$ cat src/rtl/jolt80_cpu.sv
// jolt80_cpu: multi-cycle 8-bit CPU, 16-bit instructions, req/ready memory port with registered outputs
module jolt80_cpu (
    input  logic        clk,
    input  logic        reset,
    input  logic        interrupt,
    input  logic        data_ready,
    input  logic [15:0] temp_data_in,
    output logic [15:0] temp_data_out,
    output logic [15:0] data_inout_addr,
    output logic        data_acc_sz,
    output logic        data_inout_we,
    output logic        req_rdwr,
    output logic [7:0]  debug_vec
);
    typedef enum logic [1:0] {FETCH, FWAIT, EXEC, MWAIT} state_t;
    state_t state, state_n;
    logic [7:0] r [16];
    logic [15:0] pc, ipc, ir, rap, rbp, conds;
    logic z, c, n, v, ie, irq, take, is_add, is_sub, is_log, is_mem;
    logic [3:0] op, ra_i, rb_i;
    logic [7:0] imm, a_val, b_val, opnd, alu;
    logic [8:0] sum, dif;
    assign op = ir[15:12];
    assign ra_i = ir[11:8];
    assign rb_i = ir[7:4];
    assign imm = ir[7:0];
    assign a_val = r[ra_i];
    assign b_val = r[rb_i];
    assign opnd = (op == 4'h7 || op == 4'h8) ? imm : b_val;
    assign sum = {1'b0, a_val} + {1'b0, opnd};
    assign dif = {1'b0, a_val} - {1'b0, opnd};
    assign rap = {r[{ra_i[3:1], 1'b1}], r[{ra_i[3:1], 1'b0}]};
    assign rbp = {r[{rb_i[3:1], 1'b1}], r[{rb_i[3:1], 1'b0}]};
    assign is_add = op == 4'h0 || op == 4'h7;
    assign is_sub = op == 4'h1 || op == 4'h8;
    assign is_log = op == 4'h2 || op == 4'h3 || op == 4'h4;
    assign is_mem = op == 4'h9 || op == 4'hA;
    assign irq = ie && interrupt;
    // branch condition table indexed by the a field; 10-15 never taken
    assign conds = {6'b0, c & ~z, ~v, v, ~n, n, ~c, c, ~z, z, 1'b1};
    assign take = conds[ra_i];
    assign debug_vec = r[0];

    always_comb begin
        alu = a_val;
        case (op)
            4'h0, 4'h7: alu = sum[7:0];
            4'h1, 4'h8: alu = dif[7:0];
            4'h2:       alu = a_val & b_val;
            4'h3:       alu = a_val | b_val;
            4'h4:       alu = a_val ^ b_val;
            4'h5:       alu = b_val;
            4'h6:       alu = imm;
            default:    alu = a_val;
        endcase
    end

    always_comb begin
        state_n = state;
        case (state)
            FETCH: state_n = irq ? FETCH : FWAIT;
            FWAIT: state_n = data_ready ? EXEC : FWAIT;
            EXEC:  state_n = is_mem ? MWAIT : FETCH;
            MWAIT: state_n = data_ready ? FETCH : MWAIT;
        endcase
    end

    always_ff @(posedge clk) begin
        if (reset) begin
            state <= FETCH;
            pc <= 16'h0000;
            ipc <= 16'h0000;
            ir <= 16'h0000;
            {z, c, n, v, ie} <= 5'b0;
            for (int i = 0; i < 16; i++) r[i] <= 8'h00;
            req_rdwr <= 1'b0;
            data_inout_we <= 1'b0;
            data_inout_addr <= 16'h0000;
            data_acc_sz <= 1'b1;
            temp_data_out <= 16'h0000;
        end else begin
            state <= state_n;
            case (state)
                FETCH: begin
                    if (irq) begin
                        ipc <= pc;
                        pc <= 16'h0010;
                        ie <= 1'b0;
                    end else begin
                        req_rdwr <= 1'b1;
                        data_inout_addr <= pc;
                        data_acc_sz <= 1'b1;
                        data_inout_we <= 1'b0;
                    end
                end
                FWAIT: begin
                    if (data_ready) begin
                        ir <= temp_data_in;
                        pc <= pc + 16'd2;
                        req_rdwr <= 1'b0;
                        data_inout_we <= 1'b0;
                    end
                end
                EXEC: begin
                    if (op <= 4'h7) r[ra_i] <= alu;
                    if (is_add || is_sub || is_log) begin
                        z <= alu == 8'h00;
                        n <= alu[7];
                    end
                    if (is_add) begin
                        c <= sum[8];
                        v <= (a_val[7] == opnd[7]) && (sum[7] != a_val[7]);
                    end
                    if (is_sub) begin
                        c <= ~dif[8];
                        v <= (a_val[7] != opnd[7]) && (dif[7] != a_val[7]);
                    end
                    if (op == 4'hB && take) pc <= pc + {{7{imm[7]}}, imm, 1'b0};
                    if (op == 4'hC) pc <= rap;
                    if (op == 4'hE && ra_i == 4'h0) ie <= 1'b1;
                    if (op == 4'hE && ra_i == 4'h1) ie <= 1'b0;
                    if (op == 4'hE && ra_i == 4'h2) begin
                        pc <= ipc;
                        ie <= 1'b1;
                    end
                    if (is_mem) begin
                        req_rdwr <= 1'b1;
                        data_inout_addr <= rbp;
                        data_acc_sz <= 1'b0;
                        data_inout_we <= op == 4'hA;
                        temp_data_out <= {8'h00, a_val};
                    end
                end
                MWAIT: begin
                    if (data_ready) begin
                        if (op == 4'h9) r[ra_i] <= temp_data_in[7:0];
                        req_rdwr <= 1'b0;
                        data_inout_we <= 1'b0;
                    end
                end
            endcase
        end
    end
endmodule

$ cat config.mk
export PLATFORM = sky130hd
export DESIGN_NAME = jolt80_cpu
export DESIGN_NICKNAME = d
export VERILOG_FILES = /design/src/rtl/jolt80_cpu.sv
export SDC_FILE = /design/constraint.sdc
export NUM_CORES = 1
export LEC_CHECK = 0
export BUFFER_PORTS_ARGS = -buffer_cell sky130_fd_sc_hd__buf_2
export CAP_MARGIN = 30
export CELL_PAD_IN_SITES_DETAIL_PLACEMENT = 1
export CELL_PAD_IN_SITES_GLOBAL_PLACEMENT = 2
export CORE_MARGIN = 2
export CORE_UTILIZATION = 44
export CTS_CLUSTER_SIZE = 8
export DETAILED_ROUTE_END_ITERATION = 12
export PLACE_DENSITY_LB_ADDON = 0.05
export SLEW_MARGIN = 25
export SYNTH_ARGS = -nofsm -noshare
export SYNTH_HDL_FRONTEND = slang
export SYNTH_SLANG_ARGS = --single-unit
$ cat constraint.sdc
create_clock -name clk -period 10.39 [get_ports clk]
set_input_delay 3.117 -clock clk [delete_from_list [all_inputs] [get_ports clk]]
set_output_delay 3.117 -clock clk [all_outputs]
set_load 0.02 [all_outputs]
==> results.yml <==
floorplan:
  start_util_pct: 44.5
  fp.dieH_um: 185
  dieArea_um2: 34200
  rows: 66
  die_w_um: 185
  ios: 63
  coreArea_um2: 32400
critical_path:
  critPathKind: "flip-flop to flip-flop"
  end_kind: "flip-flop"
  cp.arrival_ns: 5.77
  start_kind: "flip-flop"
  cp_max_fo: 35
  critPathRequiredTime_ns: 10.70
sta:
  tns_ns: 0
  slew_headroom_pct: 25.7
  fin_crit_ns: 5.47
  worst_slew_pin_slew_ns: 1.12
  period_share_pct: 52.6
  finalHoldViolations: 0
  fmax_mhz: 183
  drv_slew: 0
  rsz0062_at_grt: "no"
  finalSetupViolations: 0
  fin_worst_hold_slack_ns: 0.452
  skew_ns: 0.0208
finish:
  area_growth_syn_to_layout_pct: 9.63
  layout_common_cells: "233 x nor2_1, 169 x nand2_1, 128 x edfxtp_1"
  final_nets: 1521
  antennaDiodeCount: 0
  drive_gt1_share_pct: 16.8
  n_fill_cell: 3595
  final_common_cell: "nor2_1"
job:
  maxCapViolCount: 0
drt:
  first_pass_iters: 5
  drt_iter0_drc: 1258
  ant_nets: 0
  dr_total_vias: 11900
  wl_per_cell_um: 27.5
  post-route-drc-count: 0
  detail_route.wirelength_mm: 52.5
  viasPerCell: 6.23
synthesis:
  synthCells: 1433
  ys_seq_elements: 218
  avgSynthCellArea_um2: 10.1
  yosysWarnings: 0
  synth_cell_type_count: 77
  ys.flop_type: "edfxtp_1"
  async_flop_share_pct: 0
  mappedNetlistArea_um2: 14400
  synth.yosys.seq_area_share_pct: 39.2
  synth_edf_count: 128
run_status:
  outcome: "finished, final reports clean"
grt:
  grt_pass1_vias: 11600
  grt_pass1_wl_mm: 77.5
  grt_overflow: 0
  track_usage_pct: 31.1
  antenna_found_initial: 0
  grt_max_degree: 55
pwr:
  p_int_mw: 1.67
  comb_power_share_pct: 22.3
  powerDensity_nw_per_um2: 156
  power_switching_mw: 0.804
  switching_share_pct: 32.5
  p_seq_share_pct: 39.4
  ir_drop_v: 0.000137
  cellLeakagePower_nw: 5.71
  p_clk_share_pct: 38.3
clock_network:
  htreeDepth: 1
  cts_resized: 0
  hold_buffers: 0
  clock-root-buffer: "clkbuf_16"
  cts_setup_buffers: 0
  clk_latency_ns: 0.59
  cts_tree: "done"
  cts_made_buffers: 31
  clk_pin_slew_worst_paths_ns: 0.06
  cts.sinks: 218
  cts.path.max_buffers: 3
min_path:
  hold_class: "flip-flop to flip-flop"
placed_design:
  place.gp.congestion: 0.931
  portBuffers: 54
  place_hpwl_mm: 39.0
[synthesized netlist by cell type (5+ instances only)]
cell,number,area (µm²)
mux2i_1,54,541
mux2_2,12,135
nor2b_1,19,119
buf_4,25,188
xnor2_1,14,123
edfxtp_1,128,3840
and2_1,5,31.3
a211oi_1,22,165
a41oi_1,5,43.8
o21a_1,9,67.6
nand3_1,35,175
clkbuf_1,47,176
buf_2,21,105
nor2_1,233,875
mux2i_4,8,180
and3_1,9,56.3
nand2_1,169,634
a21o_1,8,60.1
o211ai_1,7,52.6
mux4_2,95,2140
nor3_1,25,125
ha_1,52,651
a221oi_1,7,61.3
buf_1,10,37.5
inv_1,50,188
o21ai_0,43,215
a31oi_1,8,50.1
nand2b_1,11,68.8
o22ai_1,14,87.6
dfxtp_1,90,1800
a21oi_1,95,475
a22oi_1,14,105
[critical path: stages (launching register included)]
cell and delay [ns]:
dfxtp_2 0.31, buf_4 0.45, mux4_2 0.59, mux2i_1 0.69, mux2i_1 0.31, mux2i_1 0.31, ha_1 0.41, nor3b_1 0.25
nor3_1 0.12, o31ai_1 0.41, nor3_1 0.10, a21oi_1 0.18, a41oi_1 0.21, mux2i_4 0.67, nor2_1 0.12
[path summary, 6_finish.rpt]
path | from | end | slack, ns | cells past startpoint
max reg2reg | flip-flop | r[9][6] | 4.92 | 14
min | data_acc_sz | data_acc_sz | 0.45 | 1
max | flip-flop | r[9][6] | 4.92 | 14
min reg2reg | data_acc_sz | data_acc_sz | 0.45 | 1
[flip-flops by register name, summed over array words and instances (netlist names), 2 cells and up, named ones only]
signal           cells
data_inout_addr     16
ipc                 16
ir                  16
pc                  16
r                  128
state                2
temp_data_out        8
[metal layers]
| layer | GRT usage, % | vias up | part of all wire, % |
|---|---|---|---|
| met4 | 11.1 | 0 | 4.1 |
| li1 | - | 5303 | - |
| met3 | 4.88 | 120 | 7.0 |
| met2 | 51.3 | 511 | 47 |
| met1 | 41.7 | 5955 | 42 |
| met5 | 0 | - | 0 |
[through the flow]
| stage | setup slack (ns) | std cells | utilization (%) | total power, mW | area (µm²) |
|---|---|---|---|---|---|
| floorplan | 5.54 | 1440 | - | 1.35 | 14400 |
| global placement | 4.71 | 1855 | 46.1 | 1.53 | 14900 |
| detailed placement | 4.66 | 1855 | 46.1 | 1.54 | 14900 |
| CTS | 4.94 | 1908 | 48.8 | 2.48 | 15800 |
| global route | 4.60 | 1908 | 48.8 | 2.55 | 15800 |
| finish | 4.92 | 1908 | 48.8 | 2.47 | 15800 |
[power groups by stage]
stage               combinational [mW]  sequential (mW)  clock [mW]
finish                           0.551            0.974       0.946
global route                     0.589            0.974       0.989
CTS                              0.549            0.972       0.954
detailed placement               0.547            0.990           0
global placement                 0.538            0.989           0
floorplan                        0.376            0.971           0
[area by class of cell]
cell class                      count  area [µm²]  area share, %
Tap cell                          442         553           3.50
Clock buffer                       51         851           5.39
Multi-Input combinational cell   1066        8070           51.1
Sequential cell                   218        5650           35.8
Inverter                           51         191           1.21
Clock inverter                      2        25.0          0.158
Timing Repair Buffer               78         450           2.85
[kinds of logic (layout without fill, tap and decap cells)]
| logic type | after synthesis | after routing | synth area share [%] |
|---|---|---|---|
| AOI/OAI and AO/OA | 285 | 285 | 13.0 |
| xor gates and xnor gates | 18 | 18 | 1.09 |
| adders and majority gates | 55 | 55 | 4.93 |
| buffers and inverters | 156 | 182 | 5.00 |
| DFF | 218 | 218 | 39.2 |
| muxes | 170 | 170 | 21.0 |
| other | 1 | 8 | 0.0260 |
| and+or+nand+nor | 530 | 530 | 15.8 |
No activity file was read; power rests on OpenSTA's default activity.
